## config.mk

```make
export PLATFORM = sky130hd
export DESIGN_NAME = cc_seq_alu
export DESIGN_NICKNAME = d
export VERILOG_FILES = /design/src/rtl/cc_alu_pkg.sv /design/src/rtl/cc_seq_alu_mul.sv /design/src/rtl/cc_seq_alu.sv
export SDC_FILE = /design/constraint.sdc
export NUM_CORES = 1
export LEC_CHECK = 0
export ABC_AREA = 1
export CORE_ASPECT_RATIO = 0.7
export CORE_UTILIZATION = 25
export CTS_CLUSTER_SIZE = 40
export DETAILED_ROUTE_END_ITERATION = 10
export GPL_TIMING_DRIVEN = 0
export PLACE_DENSITY_LB_ADDON = 0.2
export SYNTH_ARGS = -nofsm -noshare
export SYNTH_HDL_FRONTEND = slang
export SYNTH_SLANG_ARGS = --single-unit
```

## constraint.sdc

```tcl
create_clock -name CC_SEQ_ALU_CLOCK_50 -period 3.45 [get_ports CC_SEQ_ALU_CLOCK_50]
set_clock_uncertainty 0.15 [all_clocks]
set_input_delay 0.69 -clock CC_SEQ_ALU_CLOCK_50 [delete_from_list [all_inputs] [get_ports CC_SEQ_ALU_CLOCK_50]]
set_output_delay 0.69 -clock CC_SEQ_ALU_CLOCK_50 [all_outputs]
set_load 0.1 [all_outputs]
```

## src/rtl/cc_alu_pkg.sv

```systemverilog
// Shared opcode constants, FSM state encoding and flag payload for the sequential ALU.
package cc_alu_pkg;

    localparam int unsigned OP_W = 4;

    typedef logic [OP_W-1:0] op_t;

    localparam op_t OP_A     = 4'b0000;
    localparam op_t OP_OR    = 4'b0001;
    localparam op_t OP_AND   = 4'b0010;
    localparam op_t OP_ADDCC = 4'b0011;
    localparam op_t OP_XOR   = 4'b0100;
    localparam op_t OP_ANDCC = 4'b0101;
    localparam op_t OP_ORCC  = 4'b0110;
    localparam op_t OP_NORCC = 4'b0111;
    localparam op_t OP_ADD   = 4'b1000;
    localparam op_t OP_SUB   = 4'b1001;
    localparam op_t OP_SUBCC = 4'b1010;
    localparam op_t OP_INC   = 4'b1011;
    localparam op_t OP_SLL   = 4'b1100;
    localparam op_t OP_SRL   = 4'b1101;
    localparam op_t OP_SRA   = 4'b1110;
    localparam op_t OP_MUL   = 4'b1111;

    typedef enum logic [1:0] {
        ST_IDLE  = 2'd0,
        ST_SHIFT = 2'd1,
        ST_MUL   = 2'd2,
        ST_DONE  = 2'd3
    } state_t;

    // Condition flags, stored active-low so the output pins come straight off flops.
    typedef struct packed {
        logic zero;
        logic negative;
        logic carry;
        logic overflow;
    } flags_t;

    localparam flags_t FLAGS_RESET = 4'b1111;

    function automatic logic is_cc(input op_t op);
        return (op == OP_ADDCC) || (op == OP_ANDCC) || (op == OP_ORCC) ||
               (op == OP_NORCC) || (op == OP_SUBCC);
    endfunction

    function automatic logic is_shift(input op_t op);
        return (op == OP_SLL) || (op == OP_SRL) || (op == OP_SRA);
    endfunction

endpackage

```

## src/rtl/cc_seq_alu_mul.sv

```systemverilog
// Shift-add multiplier: one multiplier bit per cycle, low W bits of the unsigned product.
module cc_seq_alu_mul
    import cc_alu_pkg::*;
#(
    parameter int unsigned W = 32
) (
    input  logic         clk,
    input  logic         rst,
    input  logic         start,
    input  logic [W-1:0] a,
    input  logic [W-1:0] b,
    output logic         done_c,
    output logic [W-1:0] product_c
);

    localparam int unsigned CW = $clog2(W);

    logic          active_q;
    logic [CW-1:0] cnt_q;
    logic [W-1:0]  mcand_q;
    logic [W-1:0]  mplier_q;
    logic [W-1:0]  acc_q;
    logic [W-1:0]  acc_step;

    assign acc_step  = acc_q + (mplier_q[0] ? mcand_q : '0);
    // The final step's sum is handed out combinationally so the parent can register it on the same edge.
    assign done_c    = active_q && (cnt_q == CW'(W - 1));
    assign product_c = acc_step;

    always_ff @(posedge clk) begin
        if (rst) begin
            active_q <= 1'b0;
            cnt_q    <= '0;
            mcand_q  <= '0;
            mplier_q <= '0;
            acc_q    <= '0;
        end else if (start) begin
            active_q <= 1'b1;
            cnt_q    <= '0;
            mcand_q  <= a;
            mplier_q <= b;
            acc_q    <= '0;
        end else if (active_q) begin
            acc_q    <= acc_step;
            mcand_q  <= mcand_q << 1;
            mplier_q <= mplier_q >> 1;
            cnt_q    <= cnt_q + CW'(1);
            if (cnt_q == CW'(W - 1)) begin
                active_q <= 1'b0;
            end
        end
    end

endmodule

```

## src/rtl/cc_seq_alu.sv

```systemverilog
// Sequential ALU: single-cycle logic/arith, bit-serial shifts, shift-add multiply, active-low CC flags.
module cc_seq_alu
    import cc_alu_pkg::*;
#(
    parameter int unsigned DATAWIDTH_BUS           = 32,
    parameter int unsigned DATAWIDTH_ALU_SELECTION = 4
) (
    input  logic                               CC_SEQ_ALU_CLOCK_50,
    input  logic                               CC_SEQ_ALU_RESET_InHigh,
    input  logic                               CC_SEQ_ALU_start_In,
    input  logic [DATAWIDTH_ALU_SELECTION-1:0] CC_SEQ_ALU_selection_InBus,
    input  logic [DATAWIDTH_BUS-1:0]           CC_SEQ_ALU_dataA_InBus,
    input  logic [DATAWIDTH_BUS-1:0]           CC_SEQ_ALU_dataB_InBus,
    output logic                               CC_SEQ_ALU_busy_Out,
    output logic                               CC_SEQ_ALU_done_Out,
    output logic [DATAWIDTH_BUS-1:0]           CC_SEQ_ALU_data_OutBus,
    output logic                               CC_SEQ_ALU_zero_OutLow,
    output logic                               CC_SEQ_ALU_negative_OutLow,
    output logic                               CC_SEQ_ALU_carry_OutLow,
    output logic                               CC_SEQ_ALU_overflow_OutLow,
    output logic                               CC_SEQ_ALU_SetCode_Out
);

    localparam int unsigned W   = DATAWIDTH_BUS;
    localparam int unsigned SHW = $clog2(W);

    logic         clk;
    logic         rst;
    logic [W-1:0] a;
    logic [W-1:0] b;
    op_t          op_in;
    logic [SHW-1:0] amt;

    assign clk   = CC_SEQ_ALU_CLOCK_50;
    assign rst   = CC_SEQ_ALU_RESET_InHigh;
    assign a     = CC_SEQ_ALU_dataA_InBus;
    assign b     = CC_SEQ_ALU_dataB_InBus;
    assign op_in = op_t'(CC_SEQ_ALU_selection_InBus);
    assign amt   = b[SHW-1:0];

    state_t         state_q, state_n;
    op_t            op_q, op_n;
    logic [W-1:0]   sh_q, sh_n;
    logic [SHW-1:0] cnt_q, cnt_n;
    logic [W-1:0]   data_q, data_n;
    flags_t         flags_q, flags_n;
    logic           done_q, done_n;
    logic           setcode_q, setcode_n;
    logic           busy_q, busy_n;

    logic           mul_start_c;
    logic           mul_done_c;
    logic [W-1:0]   mul_product_c;

    cc_seq_alu_mul #(
        .W(W)
    ) u_mul (
        .clk      (clk),
        .rst      (rst),
        .start    (mul_start_c),
        .a        (a),
        .b        (b),
        .done_c   (mul_done_c),
        .product_c(mul_product_c)
    );

    // Single-cycle datapath on the live input buses, used only on the accepting edge.
    logic [W:0]   sum;
    logic [W-1:0] diff;
    logic [W-1:0] alu_res;
    logic         alu_c;
    logic         alu_v;

    always_comb begin
        sum     = {1'b0, a} + {1'b0, b};
        diff    = a - b;
        alu_res = a;
        alu_c   = 1'b0;
        alu_v   = 1'b0;
        case (op_in)
            OP_A:     alu_res = a;
            OP_OR:    alu_res = a | b;
            OP_AND:   alu_res = a & b;
            OP_ADDCC: begin
                alu_res = sum[W-1:0];
                alu_c   = sum[W];
                alu_v   = (a[W-1] == b[W-1]) && (sum[W-1] != a[W-1]);
            end
            OP_XOR:   alu_res = a ^ b;
            OP_ANDCC: alu_res = a & b;
            OP_ORCC:  alu_res = a | b;
            OP_NORCC: alu_res = ~(a | b);
            OP_ADD:   alu_res = sum[W-1:0];
            OP_SUB:   alu_res = diff;
            OP_SUBCC: begin
                alu_res = diff;
                alu_c   = (a < b);
                alu_v   = (a[W-1] != b[W-1]) && (diff[W-1] != a[W-1]);
            end
            OP_INC:   alu_res = a + W'(1);
            default:  alu_res = a;
        endcase
    end

    logic [W-1:0] sh_step;

    always_comb begin
        case (op_q)
            OP_SLL:  sh_step = sh_q << 1;
            OP_SRL:  sh_step = sh_q >> 1;
            default: sh_step = {sh_q[W-1], sh_q[W-1:1]};
        endcase
    end

    // Next-state and registered-output logic.
    always_comb begin
        state_n     = state_q;
        op_n        = op_q;
        sh_n        = sh_q;
        cnt_n       = cnt_q;
        data_n      = data_q;
        flags_n     = flags_q;
        done_n      = 1'b0;
        setcode_n   = 1'b0;
        mul_start_c = 1'b0;
        case (state_q)
            ST_IDLE, ST_DONE: begin
                state_n = ST_IDLE;
                if (CC_SEQ_ALU_start_In) begin
                    op_n = op_in;
                    if (op_in == OP_MUL) begin
                        mul_start_c = 1'b1;
                        state_n     = ST_MUL;
                    end else if (is_shift(op_in) && (amt != '0)) begin
                        sh_n    = a;
                        cnt_n   = amt;
                        state_n = ST_SHIFT;
                    end else begin
                        data_n  = alu_res;
                        done_n  = 1'b1;
                        state_n = ST_DONE;
                        if (is_cc(op_in)) begin
                            flags_n.zero     = ~(alu_res == '0);
                            flags_n.negative = ~alu_res[W-1];
                            flags_n.carry    = ~alu_c;
                            flags_n.overflow = ~alu_v;
                            setcode_n        = 1'b1;
                        end
                    end
                end
            end
            ST_SHIFT: begin
                sh_n  = sh_step;
                cnt_n = cnt_q - SHW'(1);
                if (cnt_q == SHW'(1)) begin
                    data_n  = sh_step;
                    done_n  = 1'b1;
                    state_n = ST_DONE;
                end
            end
            ST_MUL: begin
                if (mul_done_c) begin
                    data_n  = mul_product_c;
                    done_n  = 1'b1;
                    state_n = ST_DONE;
                end
            end
            default: state_n = ST_IDLE;
        endcase
        busy_n = (state_n == ST_SHIFT) || (state_n == ST_MUL);
    end

    always_ff @(posedge clk) begin
        if (rst) begin
            state_q   <= ST_IDLE;
            op_q      <= OP_A;
            sh_q      <= '0;
            cnt_q     <= '0;
            data_q    <= '0;
            flags_q   <= FLAGS_RESET;
            done_q    <= 1'b0;
            setcode_q <= 1'b0;
            busy_q    <= 1'b0;
        end else begin
            state_q   <= state_n;
            op_q      <= op_n;
            sh_q      <= sh_n;
            cnt_q     <= cnt_n;
            data_q    <= data_n;
            flags_q   <= flags_n;
            done_q    <= done_n;
            setcode_q <= setcode_n;
            busy_q    <= busy_n;
        end
    end

    assign CC_SEQ_ALU_busy_Out        = busy_q;
    assign CC_SEQ_ALU_done_Out        = done_q;
    assign CC_SEQ_ALU_data_OutBus     = data_q;
    assign CC_SEQ_ALU_zero_OutLow     = flags_q.zero;
    assign CC_SEQ_ALU_negative_OutLow = flags_q.negative;
    assign CC_SEQ_ALU_carry_OutLow    = flags_q.carry;
    assign CC_SEQ_ALU_overflow_OutLow = flags_q.overflow;
    assign CC_SEQ_ALU_SetCode_Out     = setcode_q;

endmodule

```

== Word-level counts from Yosys, hierarchy flattened ==
Index checks and enable logic that the tools add are counted.
Word-level totals
  logic and storage cells: 139
  bits in registers: 184
  output and inout port bits: 39
  bits of input ports: 71
Cells by class
  muxes and demuxes: 42
  bitwise operators: 12
  eq/ne operators: 34
  reductions and logical operators: 27
  $lt $le $gt $ge: 1
  add/sub/neg operators: 6
Operators with widths (number)
  $mux W32: 13
  $pmux W32 S7: 1
  $pmux W32 S2: 2
  $pmux W32 S3: 1
  $eq A4 B4 Y1 const B: 10
  $add A32 B32 Y33: 1
  $add A32 B1 Y32 const B: 1
  $add A32 B32 Y32: 1
  $and A32 B32 Y32: 1
  $logic_not A32 Y1: 1
  $lt A32 B32 Y1: 1
  $not A32 Y32: 1
  $or A32 B32 Y32: 1
  $sub A32 B32 Y32: 1
  $xor A32 B32 Y32: 1
  $eq A4 B3 Y1 const B: 4
  $mux W5: 3
  $mux W1: 12
  $ne A2 B2 Y1 const B: 6
  $reduce_or A2 Y1: 6
  $mux W2: 5
  $pmux W5 S2: 1
  $reduce_and A5 Y1: 2
  $eq A4 B2 Y1 const B: 2
  other kinds (21): 44

== Longest topological paths before layout ==
Gate-level depths: netlist of the first run.
  word-level depth: 10
  depth in mapped cells: 23

== Cells and area by module ==
From an unflattened synthesis of the first run, not the netlist that was laid out.
Second synthesis, totals
  cell total of the unflattened synthesis: 3590
  area, all modules: 19645.1 um^2
Modules (own cells, without submodules)
  cc_seq_alu: area each 12668.4 um^2, times used 1, cells an instance 2402, sequential area each 1641.6 um^2
  cc_seq_alu_mul: area each 6976.7 um^2, times used 1, cells an instance 1188, sequential area each 2042.0 um^2

== Worst setup path before layout of the first run ==
Ideal clock, no wire load.
  kind: input -> register
  from: input port CC_SEQ_ALU_dataA_InBus[13]
  to: register flags_q, in the netlist CC_SEQ_ALU_zero_OutLow
  path buffers: 1
  required time: 3183 ps
  arrival: 2628 ps
  stages: 20
  setup slack: 555 ps
  library setup time: 117 ps
  path through: clkinv_1 ha_1 buf_2 nor2_1 nand2_1 nor3_1 and2_1 nand2_1 nand3_1 nand2_1 nand3_1 nand3_1 nand2_1 nand2_1 inv_1 nand2_1 nor2_1 nand3_1 nand2_1 nand2_1
On the way
  word-level cells in the longest chain between the ends: 5
RTL lines
  from (decl): line cc_seq_alu.sv:12  | input logic [DATAWIDTH_BUS-1:0] CC_SEQ_ALU_dataA_InBus,
  parallel branches: the longest is 2 deep, another holds $add A32 B1 Y32
  $pmux W32 S7 *: line cc_seq_alu.sv:80  | case (op_in)
  $logic_not A32 Y1 *: line cc_seq_alu.sv:143  | flags_n.zero = ~(alu_res == '0);
  $not A1 Y1 *: line cc_seq_alu.sv:143
  to (signal assigned): line cc_seq_alu.sv:190  | flags_q <= flags_n;
  to (decl): line cc_seq_alu.sv:46  | flags_t flags_q, flags_n;
Every way passes the cells marked *.
A chain may end at the register's enable or synchronous reset.

== Final worst setup path of the first run ==
  from: input port CC_SEQ_ALU_dataA_InBus[20]
  to: register flags_q, in the netlist CC_SEQ_ALU_zero_OutLow
Same word-level chain as after synthesis.

==> results.py, run 1 <==
metrics = {
    "synthesis": {
        "avgSynthCellArea_um2": 5.67,
        "netlist_area_um2": 18400,
        "ys_seq_elements": 184,
        "netlist.area_leader.share": 0.200,
        "synth_warnings": 0,
        "synth_area_leaders": "dfxtp_1, nand2_1, ha_1, inv_1, nand3_1",
        "synth.largest_area_cell": "dfxtp_1",
        "syn_nets": 3469,
        "synth_edf_count": 0,
        "synth_cells": 3252,
        "ys_types": 47,
        "synth-async-reset-ratio": 0,
        "ys_seq_area_frac": 0.200,
        "ys.flop_type": "dfxtp_1",
    },
    "global_route": {
        "grt-ovfl-total": 0,
        "grt_pass1_vias": 20199,
        "grt_start_max_net_pins": 18,
        "grt_pass1_wl_um": 140000,
        "antenna_found_initial": 1,
        "grt_usage": 0.256,
    },
    "route": {
        "wl_per_cell_um": 22.3,
        "wl_um": 98000,
        "drtIter0Drc": 2968,
        "vias": 22807,
        "viasPerCell": 5.20,
        "ant_nets": 0,
        "first_pass_iters": 6,
        "drc": 0,
    },
    "timing": {
        "period_share": 0.986,
        "final.min_clock_period_ns": 3.40,
        "slew_violations": 0,
        "finalHoldViolations": 0,
        "max_freq_ghz": 0.294,
        "worst_slew_pin_slew_ns": 1.17,
        "rsz0062_at_grt": "yes",
        "hold_ws_ns": 0.313,
        "setup_viol": 0,
        "relSlewSlack": 0.218,
    },
    "cts": {
        "cts_root_buf": "clkbuf_16",
        "cts_made_buffers": 17,
        "path_clk_slew_ns": 0.08,
        "cts.sinks": 184,
        "clockBufferDepth": 2,
        "holdBufCountCts": 0,
        "clk_latency_ns": 0.47,
        "cts_tree": "yes",
        "cts_max_level": 4,
    },
    "worst_setup_path": {
        "worst_ep_arrival_time_ns": 3.61,
        "cp_top_family": "simple AND/OR/NAND/NOR gates",
        "cp_common_cell": "nand3_1",
        "max_stage_delay_ns": 0.30,
        "end_kind": "flop",
        "startpoint_type": "input port",
        "r2r_slack_ns": 0.07,
        "cp_max_fo": 9,
        "worst-r2r-cell-count": 12,
        "path_buf_inv": 5,
        "required_ns": 3.66,
        "slowest_stage": "ha_1",
        "path_depth": 20,
        "crit_type": "input port to flop",
        "crit_chain": "buf_2, inv_1, ha_1, buf_2, nor2_1, inv_2, nor2_2, inv_1, nor2_4, nand3_2, nand3_1, nand2_1, nand3_1, nand3_1, nand2_2, nand4_1, nor2_1, nand3_1, nand2_1, nand2_1",
    },
    "die": {
        "core_um2": 72200,
        "die_x_um": 327,
        "placementRows": 82,
        "io_pins": 110,
        "fp.dieH_um": 229,
        "die_area_um2": 74900,
        "start_util": 0.255,
    },
    "final_layout": {
        "num-nets-final": 3623,
        "final_common_cell": "nand2_1",
        "drive_above_1_share": 0.104,
        "multi_input_area_um2": 13000,
        "fillers": 8308,
        "area_delta_synth_final_pct": 20.6,
        "mostFrequentLayoutCells": "nand2_1, inv_1, nand3_1",
        "ff_latch_area_um2": 3690,
    },
    "power_and_ir_drop": {
        "p_seq_frac": 0.240,
        "p_int_mw": 5.28,
        "p_comb_frac": 0.560,
        "total_power_mw": 11.4,
        "power_switching_mw": 6.13,
        "power_density_nw_per_um2": 513,
        "p_leak_nw": 10.4,
        "p_clk_frac": 0.199,
        "vdd_drop_max_uv": 381,
        "swShare": 0.537,
    },
    "status": {
        "status": "finished clean",
    },
    "min_path": {
        "hold_class": "flop to flop",
        "hold_path_depth": 2,
    },
    "placement": {
        "gp_congestion": 1.04,
        "dpl.hpwl_um": 81700,
        "numPortBuffers": 108,
    },
    "job": {
        "cap_violations": 0,
    },
}
flip-flops by register name (all words and copies together), names as in the netlist, 2 cells and up:
| signal | count |
|---|---|
| CC_SEQ_ALU_data_OutBus | 32 |
| cnt_q | 5 |
| op_q | 4 |
| sh_q | 32 |
| state_q | 2 |
| u_mul.acc_q | 32 |
| u_mul.cnt_q | 5 |
| u_mul.mcand_q | 32 |
| u_mul.mplier_q | 32 |
synthesized netlist by cell type, types with 11 or more instances:
cell      instances
buf_2            38
o21ai_1          23
nand2_1         902
nor2_1          325
nor3_1           37
xor2_1           22
o211ai_1         34
a31oi_1          46
nand3_1         310
a21oi_1         256
o21ai_0         230
o22ai_1          11
dfxtp_1         184
clkbuf_1         88
ha_1            143
nand4_1          37
buf_1            11
inv_1           457
o21bai_1         18
worst reg2reg max path, cell delays in order (launching register included):
cell	delay [ns]
dfxtp_1	0.35
inv_1	0.07
ha_1	0.30
clkbuf_2	0.33
nand2_1	0.24
nor2_4	0.17
inv_2	0.05
clkbuf_2	0.34
clkbuf_2	0.39
nand3_1	0.14
o21ai_0	0.40
a21oi_1	0.26
nor2_1	0.05
power groups by stage:
| stage | combinational [mW] | sequential [mW] | clock (mW) |
|---|---|---|---|
| finish | 6.39 | 2.74 | 2.28 |
| global route | 6.75 | 2.79 | 2.39 |
| CTS | 6.11 | 2.74 | 2.30 |
| detailed placement | 6.01 | 2.78 | 0 |
| global placement | 6.01 | 2.79 | 0 |
| floorplan | 2.64 | 3.99 | 0 |
kinds of logic (layout without fill, tap and decap cells):
| kind of cell | count (synthesis) | in the layout | synth area share |
|---|---|---|---|
| other cells | 0 | 3 | 0 |
| buf+inv | 611 | 778 | 0.128 |
| xor+xnor | 26 | 26 | 0.0123 |
| fa+ha+maj | 146 | 146 | 0.100 |
| simple gates | 1641 | 1641 | 0.368 |
| compound gates | 644 | 644 | 0.191 |
| flops | 184 | 184 | 0.200 |
final cells by class:
| cell class | count | area share |
|---|---|---|
| buffer | 137 | 0.0294 |
| clock buffer | 19 | 0.0195 |
| tap | 966 | 0.0543 |
| antenna | 3 | 0.000338 |
| timing repair buffer | 141 | 0.0530 |
| inverter | 468 | 0.0817 |
| multi-input combinational | 2457 | 0.587 |
| clock inverter | 13 | 0.00934 |
| sequential | 184 | 0.166 |
stage by stage:
stage	area, µm²	setup slack, ns	setup TNS, ns	util	std cells
after detailed placement	20800	-1.62	-104.51	0.287	4327
after global routing	22200	-0.0285	-0.0290	0.308	4385
after floorplan	18400	0.555	0	-	3252
after global placement	20700	-1.73	-107.93	0.287	4326
after CTS	21800	-0.115	-0.115	0.301	4364
final	22200	0.0484	0	0.308	4388
what timing repair did:
item	in CTS	in global routing
setup endpoints to repair	122	46
gates resized for setup	206	245
pin swaps	8	15
buffers inserted	9	23
path summary, 6_finish.rpt:
kind	from	end
worst max-delay path	CC_SEQ_ALU_dataA_InBus[20]	CC_SEQ_ALU_zero_OutLow$_SDFFE_PP1P_
worst min-delay path	op_q[1]$_SDFFE_PP0P_	op_q[1]$_SDFFE_PP0P_
worst max register to register	state_q[0]$_SDFF_PP0_	u_mul.mplier_q[0]$_SDFFE_PP0P_
worst min register to register	op_q[1]$_SDFFE_PP0P_	op_q[1]$_SDFFE_PP0P_
routing by layer:
metal,share of wire,vias up,wire length (µm),GRT usage
li1,-,10864,-,-
met5,0.00092,-,90,0.00895
met3,0.13,82,12800,0.0870
met2,0.35,1208,34000,0.313
met4,0.015,2,1460,0.0435
met1,0.51,10651,49600,0.410
(Power assumes the default switching activity.)
==> run 2, diff against run 1 <==
- CTS_CLUSTER_DIAMETER: unset -> 200
==> results of run 2 <==
No change in the layout: final DEF, timing and power equal those of run 1.
